## src/rtl/main_control_fsm.sv

```systemverilog
// ---------------------------------------------------------------------------
// main_control_fsm
//
// Multicycle main control unit. Decodes the 6-bit opcode held in the
// instruction register and walks each instruction through the
// fetch / decode / execute / memory / writeback sequence, driving every
// datapath enable and mux select plus the 2-bit ulaOp code consumed by
// the ALU control decoder. Memory accesses use a level-held request that
// completes in the cycle mem_ready is high.
//
// Optional feature: define ILLEGAL_TRAP_EN to send unknown opcodes to a
// sticky TRAP state (illegal=1, halted=1). Without it, unknown opcodes
// behave as a NOP and illegal is tied low.
//
// Ports:
//   clk            in   rising-edge clock
//   rst_n          in   asynchronous active-low reset (forces INIT)
//   opcode[5:0]    in   IR[31:26], stable from DECODE until back in FETCH
//   mem_ready      in   memory completes the current access this cycle
//   pc_write       out  unconditional PC load
//   pc_write_cond  out  PC load qualified by the ALU zero flag
//   branch_ne      out  1 = qualify with !zero (BNE), 0 = with zero
//   iord           out  memory address: 0 = PC, 1 = ALU out
//   mem_read       out  memory read request
//   mem_write      out  memory write request
//   ir_write       out  instruction register load
//   reg_write      out  register file write enable
//   reg_dst        out  destination: 1 = rd, 0 = rt
//   mem_to_reg     out  write data: 1 = MDR, 0 = ALU out
//   alu_src_a      out  ALU A: 0 = PC, 1 = reg A
//   alu_src_b[1:0] out  ALU B: 00 reg B, 01 const 4, 10 imm, 11 imm<<2
//   pc_source[1:0] out  00 ALU result, 01 ALU out reg, 10 jump target
//   ulaOp[1:0]     out  00 funct, 10 add, 01 sub, 11 immediate
//   halted         out  core stopped
//   illegal        out  illegal-opcode trap
// ---------------------------------------------------------------------------
module main_control_fsm #(
  parameter logic [5:0] OP_RTYPE = 6'b000000,
  parameter logic [5:0] OP_LW    = 6'b010000,
  parameter logic [5:0] OP_SW    = 6'b010001,
  parameter logic [5:0] OP_BEQ   = 6'b010010,
  parameter logic [5:0] OP_BNE   = 6'b010011,
  parameter logic [5:0] OP_J     = 6'b000010,
  parameter logic [5:0] OP_HALT  = 6'b111111
) (
  input  logic       clk,
  input  logic       rst_n,
  input  logic [5:0] opcode,
  input  logic       mem_ready,
  output logic       pc_write,
  output logic       pc_write_cond,
  output logic       branch_ne,
  output logic       iord,
  output logic       mem_read,
  output logic       mem_write,
  output logic       ir_write,
  output logic       reg_write,
  output logic       reg_dst,
  output logic       mem_to_reg,
  output logic       alu_src_a,
  output logic [1:0] alu_src_b,
  output logic [1:0] pc_source,
  output logic [1:0] ulaOp,
  output logic       halted,
  output logic       illegal
);

  typedef enum logic [3:0] {
    S_INIT   = 4'd0,
    S_FETCH  = 4'd1,
    S_DECODE = 4'd2,
    S_EXEC_R = 4'd3,
    S_WB_R   = 4'd4,
    S_EXEC_I = 4'd5,
    S_WB_I   = 4'd6,
    S_ADDR   = 4'd7,
    S_MEM_RD = 4'd8,
    S_WB_MEM = 4'd9,
    S_MEM_WR = 4'd10,
    S_BRANCH = 4'd11,
    S_JUMP   = 4'd12,
    S_HALT   = 4'd13
`ifdef ILLEGAL_TRAP_EN
    ,
    S_TRAP   = 4'd14
`endif
  } state_t;

  state_t     state_q, state_d;

  // Output flops are loaded from a decode of the next state, so each one
  // is valid for exactly the cycle its state is current.
  logic       pc_write_q,      pc_write_d;
  logic       pc_write_cond_q, pc_write_cond_d;
  logic       branch_ne_q,     branch_ne_d;
  logic       iord_q,          iord_d;
  logic       mem_read_q,      mem_read_d;
  logic       mem_write_q,     mem_write_d;
  logic       reg_write_q,     reg_write_d;
  logic       reg_dst_q,       reg_dst_d;
  logic       mem_to_reg_q,    mem_to_reg_d;
  logic       alu_src_a_q,     alu_src_a_d;
  logic [1:0] alu_src_b_q,     alu_src_b_d;
  logic [1:0] pc_source_q,     pc_source_d;
  logic [1:0] ula_op_q,        ula_op_d;
  logic       halted_q,        halted_d;
  logic       fetch_q,         fetch_d;
`ifdef ILLEGAL_TRAP_EN
  logic       illegal_q,       illegal_d;
`endif

  logic       is_imm_alu;

  // Immediate ALU opcodes occupy 100000..100101.
  assign is_imm_alu = (opcode[5:3] == 3'b100) && (opcode[2:0] <= 3'd5);

  // Next-state logic
  always_comb begin
    state_d = state_q;
    case (state_q)
      S_INIT:   state_d = S_FETCH;
      S_FETCH:  if (mem_ready) state_d = S_DECODE;
      S_DECODE: begin
        if (opcode == OP_RTYPE)                          state_d = S_EXEC_R;
        else if (is_imm_alu)                             state_d = S_EXEC_I;
        else if ((opcode == OP_LW) || (opcode == OP_SW))   state_d = S_ADDR;
        else if ((opcode == OP_BEQ) || (opcode == OP_BNE)) state_d = S_BRANCH;
        else if (opcode == OP_J)                         state_d = S_JUMP;
        else if (opcode == OP_HALT)                      state_d = S_HALT;
        else begin
`ifdef ILLEGAL_TRAP_EN
          state_d = S_TRAP;
`else
          state_d = S_FETCH;
`endif
        end
      end
      S_EXEC_R: state_d = S_WB_R;
      S_WB_R:   state_d = S_FETCH;
      S_EXEC_I: state_d = S_WB_I;
      S_WB_I:   state_d = S_FETCH;
      // Only LW/SW reach ADDR, so anything that is not LW is a store.
      S_ADDR:   state_d = (opcode == OP_LW) ? S_MEM_RD : S_MEM_WR;
      S_MEM_RD: if (mem_ready) state_d = S_WB_MEM;
      S_WB_MEM: state_d = S_FETCH;
      S_MEM_WR: if (mem_ready) state_d = S_FETCH;
      S_BRANCH: state_d = S_FETCH;
      S_JUMP:   state_d = S_FETCH;
      S_HALT:   state_d = S_HALT;
`ifdef ILLEGAL_TRAP_EN
      S_TRAP:   state_d = S_TRAP;
`endif
      default:  state_d = S_INIT;
    endcase
  end

  // Output decode of the state being entered
  always_comb begin
    pc_write_d      = 1'b0;
    pc_write_cond_d = 1'b0;
    branch_ne_d     = 1'b0;
    iord_d          = 1'b0;
    mem_read_d      = 1'b0;
    mem_write_d     = 1'b0;
    reg_write_d     = 1'b0;
    reg_dst_d       = 1'b0;
    mem_to_reg_d    = 1'b0;
    alu_src_a_d     = 1'b0;
    alu_src_b_d     = 2'b00;
    pc_source_d     = 2'b00;
    ula_op_d        = 2'b00;
    halted_d        = 1'b0;
    fetch_d         = 1'b0;
`ifdef ILLEGAL_TRAP_EN
    illegal_d       = 1'b0;
`endif
    case (state_d)
      S_FETCH: begin
        // PC increment and IR load happen only when memory delivers,
        // so those two are gated combinationally below.
        fetch_d     = 1'b1;
        mem_read_d  = 1'b1;
        alu_src_b_d = 2'b01;
        ula_op_d    = 2'b10;
      end
      S_DECODE: begin
        alu_src_b_d = 2'b11;
        ula_op_d    = 2'b10;
      end
      S_EXEC_R: begin
        alu_src_a_d = 1'b1;
      end
      S_WB_R: begin
        reg_write_d = 1'b1;
        reg_dst_d   = 1'b1;
      end
      S_EXEC_I: begin
        alu_src_a_d = 1'b1;
        alu_src_b_d = 2'b10;
        ula_op_d    = 2'b11;
      end
      S_WB_I: begin
        reg_write_d = 1'b1;
      end
      S_ADDR: begin
        alu_src_a_d = 1'b1;
        alu_src_b_d = 2'b10;
        ula_op_d    = 2'b10;
      end
      S_MEM_RD: begin
        mem_read_d = 1'b1;
        iord_d     = 1'b1;
      end
      S_WB_MEM: begin
        reg_write_d  = 1'b1;
        mem_to_reg_d = 1'b1;
      end
      S_MEM_WR: begin
        mem_write_d = 1'b1;
        iord_d      = 1'b1;
      end
      S_BRANCH: begin
        alu_src_a_d     = 1'b1;
        ula_op_d        = 2'b01;
        pc_write_cond_d = 1'b1;
        pc_source_d     = 2'b01;
        branch_ne_d     = (opcode == OP_BNE);
      end
      S_JUMP: begin
        pc_write_d  = 1'b1;
        pc_source_d = 2'b10;
      end
      S_HALT: begin
        halted_d = 1'b1;
      end
`ifdef ILLEGAL_TRAP_EN
      S_TRAP: begin
        halted_d  = 1'b1;
        illegal_d = 1'b1;
      end
`endif
      default: ;
    endcase
  end

  // State and registered outputs; async reset lands everything in INIT
  // with all outputs low, dropping any in-flight memory request at once.
  always_ff @(posedge clk or negedge rst_n) begin
    if (!rst_n) begin
      state_q         <= S_INIT;
      pc_write_q      <= 1'b0;
      pc_write_cond_q <= 1'b0;
      branch_ne_q     <= 1'b0;
      iord_q          <= 1'b0;
      mem_read_q      <= 1'b0;
      mem_write_q     <= 1'b0;
      reg_write_q     <= 1'b0;
      reg_dst_q       <= 1'b0;
      mem_to_reg_q    <= 1'b0;
      alu_src_a_q     <= 1'b0;
      alu_src_b_q     <= 2'b00;
      pc_source_q     <= 2'b00;
      ula_op_q        <= 2'b00;
      halted_q        <= 1'b0;
      fetch_q         <= 1'b0;
`ifdef ILLEGAL_TRAP_EN
      illegal_q       <= 1'b0;
`endif
    end else begin
      state_q         <= state_d;
      pc_write_q      <= pc_write_d;
      pc_write_cond_q <= pc_write_cond_d;
      branch_ne_q     <= branch_ne_d;
      iord_q          <= iord_d;
      mem_read_q      <= mem_read_d;
      mem_write_q     <= mem_write_d;
      reg_write_q     <= reg_write_d;
      reg_dst_q       <= reg_dst_d;
      mem_to_reg_q    <= mem_to_reg_d;
      alu_src_a_q     <= alu_src_a_d;
      alu_src_b_q     <= alu_src_b_d;
      pc_source_q     <= pc_source_d;
      ula_op_q        <= ula_op_d;
      halted_q        <= halted_d;
      fetch_q         <= fetch_d;
`ifdef ILLEGAL_TRAP_EN
      illegal_q       <= illegal_d;
`endif
    end
  end

  // pc_write is the JUMP load or the FETCH increment completing this cycle.
  assign pc_write      = pc_write_q | (fetch_q & mem_ready);
  assign ir_write      = fetch_q & mem_ready;
  assign pc_write_cond = pc_write_cond_q;
  assign branch_ne     = branch_ne_q;
  assign iord          = iord_q;
  assign mem_read      = mem_read_q;
  assign mem_write     = mem_write_q;
  assign reg_write     = reg_write_q;
  assign reg_dst       = reg_dst_q;
  assign mem_to_reg    = mem_to_reg_q;
  assign alu_src_a     = alu_src_a_q;
  assign alu_src_b     = alu_src_b_q;
  assign pc_source     = pc_source_q;
  assign ulaOp         = ula_op_q;
  assign halted        = halted_q;
`ifdef ILLEGAL_TRAP_EN
  assign illegal       = illegal_q;
`else
  assign illegal       = 1'b0;
`endif

endmodule

```

## config.mk

```make
export PLATFORM = sky130hd
export DESIGN_NAME = main_control_fsm
export DESIGN_NICKNAME = d
export VERILOG_FILES = /design/src/rtl/main_control_fsm.sv
export SDC_FILE = /design/constraint.sdc
export NUM_CORES = 1
export LEC_CHECK = 0
export BUFFER_PORTS_ARGS = -buffer_cell sky130_fd_sc_hd__buf_2
export CAP_MARGIN = 40
export CORE_UTILIZATION = 55
export CTS_CLUSTER_SIZE = 20
export DETAILED_ROUTE_END_ITERATION = 7
export HOLD_SLACK_MARGIN = 0.12
export MAX_ROUTING_LAYER = met4
export PLACE_DENSITY = 0.89
export REMOVE_ABC_BUFFERS = 1
export SLEW_MARGIN = 25
export SYNTH_ARGS = -nofsm -noshare
export SYNTH_HDL_FRONTEND = slang
export SYNTH_SLANG_ARGS = --single-unit
```

## constraint.sdc

```tcl
create_clock -name clk -period 3.55 [get_ports clk]
set_clock_uncertainty 0.1 [all_clocks]
set_input_delay 0.71 -clock clk [delete_from_list [all_inputs] [get_ports clk]]
set_output_delay 0.71 -clock clk [all_outputs]
set_load 0.02 [all_outputs]
```

# After elaboration in Yosys (flattened, before gate mapping)
# Cells that the tools add are included.
dict set report word_totals {
  ff_bits 22
  inputBits 9
  out_inout_bits 19
  elab_cells 90
}
dict set report op_classes {
  order_cmp 1
  n_eq_ne 33
  muxes 26
  n_bitwise 2
  n_reduce_logical 12
}
# cell n
set ops {}
lappend ops {{equality test 4 bit, second input constant} 12}
lappend ops {{2-to-1 mux 4 bit} 9}
lappend ops {{case mux 4 bit (9 select lines)} 1}
lappend ops {{equality test 4 x 3 -> 1 bit, second input constant} 8}
lappend ops {{equality test 6 x 5 -> 1 bit, second input constant} 4}
lappend ops {{equality test 4 x 2 -> 1 bit, second input constant} 4}
lappend ops {{2-to-1 mux 1 bit} 12}
lappend ops {{case mux 2 bit (3 select lines)} 2}
lappend ops {{equality test 4 x 1 -> 1 bit, second input constant} 2}
lappend ops {{equality test 6 x 2 -> 1 bit, second input constant} 1}
lappend ops {{equality test 6 bit, second input constant} 1}
lappend ops {{zero test 6 bit} 1}
lappend ops {{OR reduction 2 bit} 3}
lappend ops {{OR reduction 3 bit} 2}
lappend ops {{OR reduction 6 bit} 1}
lappend ops {{zero test 4 bit} 1}
lappend ops {{case mux 2 bit (2 select lines)} 1}
lappend ops {{OR reduction 4 bit} 1}
lappend ops {{equality test 3 bit, second input constant} 1}
lappend ops {{<= comparator 3 bit, second input constant} 1}
lappend ops {{logical OR 1 bit} 2}
lappend ops {{2-to-1 mux 2 bit} 1}
lappend ops {{AND 1 bit} 1}
lappend ops {{logical AND 1 bit} 1}
lappend ops {{bitwise OR 1 bit} 1}

# Logic depth before layout (Yosys ltp)
# Gate-level depths: netlist (run 1).
dict set report logic_depth {
  depth_word 11
  depth_mapped 8
  ltp_nobuf 7
}

# Least setup slack after synthesis (run 1)
# Ideal clock, no wire load.
dict set report synth_path {
  kind {input to register}
  start {in opcode[3]}
  end {reg reg_write_q, in the netlist reg_write}
  setup_ns 0.119
  arrival_time_ns 1.994
  required_time_ns 3.331
  setup_slack_ns 1.337
  path_stages 6
  path_buffers 1
  cell_sequence {nor3_1 > nor2_1 > o311a_1 > buf_6 > nor2b_4 > a21o_2}
}
dict set report synth_via {
  elab_chain_cells 11
  elab_cells_between_ends 24
  cone_classes {10 x eq/ne; 9 x mux; 5 x reduce/logical}
}
# item line
set synth_rtl {}
lappend synth_rtl {{start, declared} 48} ;# input logic [5:0] opcode,
lappend synth_rtl {{equality test 6 bit} 129} ;# else if (opcode == OP_HALT) state_d = S_HALT;
lappend synth_rtl {{2-to-1 mux 4 bit} 129}
lappend synth_rtl {{2-to-1 mux 4 bit} 128} ;# else if (opcode == OP_J) state_d = S_JUMP;
lappend synth_rtl {{2-to-1 mux 4 bit} 127} ;# else if ((opcode == OP_BEQ) || (opcode == OP_BNE)) state_d = S_BRANCH;
lappend synth_rtl {{2-to-1 mux 4 bit} 126} ;# else if ((opcode == OP_LW) || (opcode == OP_SW)) state_d = S_ADDR;
lappend synth_rtl {{2-to-1 mux 4 bit} 125} ;# else if (is_imm_alu) state_d = S_EXEC_I;
lappend synth_rtl {{2-to-1 mux 4 bit} 124} ;# if (opcode == OP_RTYPE) state_d = S_EXEC_R;
lappend synth_rtl {{case mux 4 bit (9 select lines) *} 120} ;# case (state_q)
lappend synth_rtl {{equality test 4 bit or equality test 4 x 3 -> 1 bit (tied branches)} 177} ;# case (state_d)
lappend synth_rtl {{OR reduction 3 bit (no source line) *} --}
lappend synth_rtl {{2-to-1 mux 1 bit *} 177}
lappend synth_rtl {{net reg_write_d} 99} ;# logic reg_write_q, reg_write_d;
lappend synth_rtl {{end signal, assigned} 277} ;# reg_write_q <= reg_write_d;
lappend synth_rtl {{end, declared} 99}
# Mark *: on every way through the listed nets, which the timed path passes. The rest lies on a longest branch.

# Final worst setup path (run 1)
# Ends and elaborated chain as after synthesis.

==> results of run 1 <==
worst max-delay path: cells and delay by family:
family / cells / cell delay [ps]
compound gates: 2 / 780
simple gates: 3 / 760
buf+inv: 1 / 120
Yosys cell counts (all sizes together), types with 3 or more instances:
cell type	instances	share of area (%)
nor2	12	4.0
nor4b	3	4.2
dfrtp	21	47
buf	6	4.5
a21oi	6	3.0
nor3	5	2.2
o21ai	4	1.8
nor4	3	4.1
nor2b	4	2.9
nand2	6	2.9
o31ai	3	2.0
cell families (layout without fill, tap and decap cells):
kind of cell | after synthesis | count (layout) | share of synthesized area [%]
and+or+nand+nor | 48 | 48 | 29.9
xor gates and xnor gates | 1 | 1 | 0.782
buffers and inverters | 9 | 32 | 5.70
other | 1 | 1 | 0.335
AOI/OAI and AO/OA | 22 | 22 | 16.3
DFF | 21 | 21 | 46.9
through the flow:
stage / util, % / hold slack [ps] / worst slack [ps] / area [um^2]
after floorplan: - / 314 / 1270 / 1070
after global routing: 68.9 / 264 / 1120 / 1250
after CTS: 68.9 / 245 / 1260 / 1250
after global placement: 67.4 / 570 / 989 / 1230
after detailed placement: 67.4 / 584 / 936 / 1230
final: 68.9 / 238 / 1260 / 1250
cells in the final DEF, fill, tap and decap left out, types with 2 or more instances in the layout:
master	instances
a21oi_1	5
clkbuf_4	3
dfrtp_1	21
o31ai_1	3
buf_2	26
nand2b_1	2
nand3_1	2
nor4_2	2
nor3_1	5
o21ai_0	3
nor2_1	12
nor2b_1	3
nand4b_1	2
nand2_1	4
power by group through the flow:
stage / clock [mW] / combinational [mW] / sequential, mW
2_1_floorplan: 0 / 0.335 / 0.431
6_report: 0.109 / 0.518 / 0.377
3_3_place_gp: 0 / 0.504 / 0.377
3_5_place_dp: 0 / 0.517 / 0.381
4_1_cts: 0.115 / 0.518 / 0.376
5_1_grt: 0.124 / 0.560 / 0.388
path summary, 6_finish.rpt:
kind / depth (start not counted) / startpoint / end
hold reg to reg: 1 / state_q[1]$_DFF_PN0_ / mem_to_reg$_DFF_PN0_
min in group clk: 3 / opcode[0] / branch_ne$_DFF_PN0_
setup reg to reg: 5 / state_q[2]$_DFF_PN0_ / reg_write$_DFF_PN0_
hold / removal: 1 / rst_n / pc_write_q$_DFF_PN0_
setup / recovery: 6 / opcode[3] / reg_write$_DFF_PN0_
max in group asynchronous: 1 / rst_n / alu_src_a$_DFF_PN0_
routing by layer:
metal	up-vias	track usage, %	wire [um]
met1	410	28.6	887
met4	0	7.43	0
met5	-	-	0
li1	413	-	-
met3	0	4.23	131
met2	40	36.9	1080
final cells by class:
class | count | area share (%)
clock buffers | 4 | 2.10
well taps | 25 | 2.50
multi-input cells | 72 | 42.3
repair buffers | 26 | 10.4
flip-flops and latches | 21 | 41.9
inverters | 2 | 0.798
==> summary.md, run 1 <==
| Metric | Value |
|---|---|
| Nets | `135` |
| Largest net degree at the start of global routing | `22` |
| Clk_lat worst skew | `290 ps` |
| Initial detailed-routing violation count | `17` |
| CTS tree | `built` |
| Worst path cell trace | `buf_2, nor3_1, nor2_1, o311a_1, nor2b_4, a21o_2` |
| Post-Syn Area per Cell | `11.0 um^2` |
| Synth warnings | `0` |
| Syn-to-layout area delta | `12.0%` |
| Core area | `1820 um^2` |
| Filler Cell Count | `137` |
| Reg area | `526 um^2` |
| Crit path max fanout | `10` |
| Largest register FFs | `4` |
| Vias per cell | `5.75` |
| Clock Pin Slew Worst Setup and Hold Paths | `110 ps` |
| Post-DP HPWL | `1600 um` |
| Max-cap violations | `0` |
| Outcome | `finished, final reports clean` |
| Design Power | `1.00 mW` |
| Setup bufs post-CTS | `0` |
| H-tree levels | `1` |
| Cells after DPL | `146` |
| CP Class | `input pin to register` |
| First-pass GRT wire length | `3310 um` |
| Multi-input logic area | `531 um^2` |
| Worst Hold Class | `input pin to asynchronous set/reset pin` |
| Worst EP required | `3640 ps` |
| Final Hold Viols | `0` |
| Drt first pass iters | `4` |
| Die ar. | `2220 um^2` |
| Number of global-route vias before repair | `760` |
| Combinational power share | `51.6%` |
| Critical Path Start Type | `input pin` |
| Max incr delay on CP | `550 ps` |
| Row count | `15` |
| Clock share of power | `10.9%` |
| Net Switching | `455 uW` |
| Fin. max-slew vios | `0` |
| Max_slew headroom | `63.7%` |
| Slowest-stage cell, CP | `o311a_1` |
| Num CTS Buffers | `3` |
| Cell area power density | `801 nW/um^2` |
| Port buffer count | `26` |
| Fmax achieved | `0.436 GHz` |
| Primary FF master, synth | `dfrtp_1` |
| Sequential power share | `37.5%` |
| Average wire per standard cell | `14.0 um` |
| Arrival @ worst endpoint | `2380 ps` |
| Total Wirelength | `2100 um` |
| Ys async rst share | `100%` |
| R2R setup slack | `1350 ps` |
| Final GP Congestion | `0.881` |
| Grt ovf | `0` |
| Fin crit period | `2290 ps` |
| ANT nets after route | `0` |
| P_int | `549 uW` |
| Synth Cell Area | `1120 um^2` |
| Die Ht | `47.1 um` |
| Final setup violating endpoints | `0` |
| Buffer depth of the longest clock path | `2` |
| Via count | `863` |
| Pleak | `0.605 nW` |
| RSZ-0062 raised after global routing | `no` |
| Initial antenna violation count | `0` |
| Hold buffers post-CTS | `0` |
| Starting Density | `61.5%` |
| DRC | `0` |
| Fin cells | `150` |
| Num ports | `28` |
| Mapped Cells | `102` |
| Switching portion of total power | `45.3%` |
| Post_cts resized | `0` |
| CTS root buffer | `clkbuf_4` |
| GRT Util Overall | `22.8%` |
| Final Cycle Share | `64.6%` |
| CTS Sinks | `21` |
| #FFs+latches synth | `21` |
| Worst setup EP type | `register` |
| Cell variety after synth | `47` |
| ANT cells | `0` |
| VDD IR max | `474 uV` |
| Seq/Total Area, Yosys | `46.9%` |
| Share of cells above drive strength 1 | `36.8%` |
| Worst Max-Slew Pin Slew | `540 ps` |
| Setup_tns | `0 ps` |
| Most flops, register | `state_q` |
| Post-synth EDFFs | `0` |
| Die Width | `47.1 um` |
Note: power is estimated with default switching activity, not from simulation.
==> inputs of run 2 (changes only) <==
--- a/config.mk
+++ b/config.mk
@@ -7,12 +7,12 @@
 export LEC_CHECK = 0
 export BUFFER_PORTS_ARGS = -buffer_cell sky130_fd_sc_hd__buf_2
 export CAP_MARGIN = 40
-export CORE_UTILIZATION = 55
+export CORE_UTILIZATION = 46
 export CTS_CLUSTER_SIZE = 20
 export DETAILED_ROUTE_END_ITERATION = 7
 export HOLD_SLACK_MARGIN = 0.12
 export MAX_ROUTING_LAYER = met4
-export PLACE_DENSITY = 0.89
+export PLACE_DENSITY = 0.8
 export REMOVE_ABC_BUFFERS = 1
 export SLEW_MARGIN = 25
 export SYNTH_ARGS = -nofsm -noshare
==> constraint.sdc (replaced) <==
create_clock -name clk -period 1.9 [get_ports clk]
set_clock_uncertainty 0.1 [all_clocks]
set_input_delay 0.38 -clock clk [delete_from_list [all_inputs] [get_ports clk]]
set_output_delay 0.38 -clock clk [all_outputs]
set_load 0.02 [all_outputs]
==> summary.md, run 2 (synthesis results as in run 1) <==
| Metric | Value |
|---|---|
| Worst Hold Class | `input pin to register` |
| Die Ht | `51.3 um` |
| CTS root buffer | `clkbuf_4` |
| Final instance area | `1570 um^2` |
| R2R setup slack | `10 ps` |
| Buffer depth of the longest clock path | `2` |
| Port buffer count | `26` |
| Arrival @ worst endpoint | `2010 ps` |
| Drt first pass iters | `4` |
| Most common cell after layout, fill and taps aside | `buf_2` |
| Setup_tns | `0 ps` |
| Final Cycle Share | `99.3%` |
| CTS Sinks | `21` |
| Largest register FFs | `4` |
| FF-to-FF Start | `state_q[2]$_DFF_PN0_` |
| Final Hold Viols | `0` |
| FF-to-FF End | `ulaOp[1]$_DFF_PN0_` |
| Share of cells above drive strength 1 | `54.2%` |
| Grt ovf | `0` |
| Core area | `2250 um^2` |
| Crit path max fanout | `6` |
| Number of global-route vias before repair | `897` |
| Row count | `17` |
| Cells after DPL | `174` |
| Initial detailed-routing violation count | `52` |
| GRT Util Overall | `22.0%` |
| Cell area power density | `1590 nW/um^2` |
| Most flops, register | `state_q` |
| Clock Pin Slew Worst Setup and Hold Paths | `120 ps` |
| CTS tree | `built` |
| Fmax achieved | `0.530 GHz` |
| Largest net degree at the start of global routing | `22` |
| Design Power | `2.49 mW` |
| Via count | `1,007` |
| Final Worst Setup Slack | `13.5 ps` |
| ANT cells | `0` |
| Num CTS Buffers | `3` |
| Vias per cell | `5.56` |
| RSZ-0062 raised after global routing | `yes` |
| Die ar. | `2640 um^2` |
| CP Class | `register to register` |
| Nets | `163` |
| Max incr delay on CP | `490 ps` |
| Placed Instance Area | `1440 um^2` |
| Worst Hold Launch | `opcode[3]` |
| H-tree levels | `1` |
| Max-cap violations | `0` |
| Starting Density | `49.7%` |
| Clk_lat worst skew | `320 ps` |
| Num ports | `28` |
| Worst setup EP type | `register` |
| Die Width | `51.3 um` |
| Commonest cells after routing, fill and taps aside | `26 x buf_2, 25 x buf_4, 17 x dfrtp_1, 11 x nor2_1, 5 x a21oi_1` |
| R2R cell count | `7` |
| CP most frequent cell | `o21ai_0` |
| Slowest-stage cell, CP | `dfrtp_2` |
| Filler Cell Count | `167` |
| Dpl ws | `-260 ps` |
| Average wire per standard cell | `15.7 um` |
| Hold EP | `branch_ne$_DFF_PN0_` |
| Fin crit period | `1890 ps` |
| Initial antenna violation count | `0` |
| DRC | `0` |
| Worst path cell trace | `xor2_1, nor2_1, o21ai_0, o311a_4, buf_4, nand2_8, o21ai_0` |
| Syn-to-layout area delta | `40.0%` |
| Hold depth | `4` |
| Final GP Congestion | `0.830` |
| Fin. max-slew vios | `0` |
| ANT nets after route | `0` |
| First-pass GRT wire length | `4040 um` |
| Hold_ws | `294 ps` |
| Pleak | `0.761 nW` |
| VDD IR max | `1130 uV` |
| Fin cells | `181` |
| Outcome | `finished, final reports clean` |
| Total Wirelength | `2840 um` |
| Final setup violating endpoints | `0` |
| Worst EP required | `2020 ps` |
| Final core occ | `69.5%` |
| Critical Path Start Type | `register` |
| Post-DP HPWL | `1900 um` |
==> run 2: how the worst max path moves through the flow <==
stage	end	slack (ps)	from	cells past startpoint
2_1_floorplan	reg_write$_DFF_PN0_	-80	state_q[2]$_DFF_PN0_	5
3_3_place_gp	halted$_DFF_PN0_	-170	opcode[1]	8
3_5_place_dp	halted$_DFF_PN0_	-260	opcode[5]	8
4_1_cts	alu_src_a$_DFF_PN0_	20	state_q[0]$_DFF_PN0_	7
5_1_grt	ulaOp[1]$_DFF_PN0_	-80	state_q[2]$_DFF_PN0_	7
6_report	ulaOp[1]$_DFF_PN0_	10	state_q[2]$_DFF_PN0_	7
==> run 2: routing by layer <==
layer	share of wire [%]	wire (um)	track usage (%)	vias up
met4	3.4	96	12.6	0
met5	0	0	-	-
met1	41	1160	25.7	478
li1	-	-	-	471
met2	51	1440	36.4	49
met3	5.0	143	2.68	9
==> run 2: layout make-up <==
type / instances / area (um^2) / share of cell area [%]
Multi-Input combinational cell: 72 / 597 / 38.1
Sequential cell: 21 / 531 / 33.8
Clock inverter: 1 / 5.00 / 0.319
Tap cell: 28 / 35.0 / 2.23
Timing Repair Buffer: 54 / 368 / 23.5
Inverter: 2 / 10.0 / 0.638
Clock buffer: 3 / 22.5 / 1.44
==> run 2: timing repair <==
action,in CTS,in global routing
buffers inserted,0,2
gates cloned,0,0
setup endpoints to repair,4,10
resized for setup,3,12
pin swaps,0,5
endpoints found under the hold margin,21,0
hold buffers,1,0
==> run 2: critical path, delay by kind of cell (launching register included) <==
family | cells | cell delay, ps
DFF | 1 | 490
buffers and inverters | 1 | 180
xor gates and xnor gates | 1 | 150
and+or+nand+nor | 2 | 130
AOI/OAI and AO/OA | 3 | 740
==> run 2: where the power goes <==
group          leakage (nW)  switching (mW)  internal, mW
clock                0.0177           0.144        0.0789
sequential            0.273          0.0972         0.589
combinational         0.470           0.842         0.740
total                 0.761            1.08          1.41
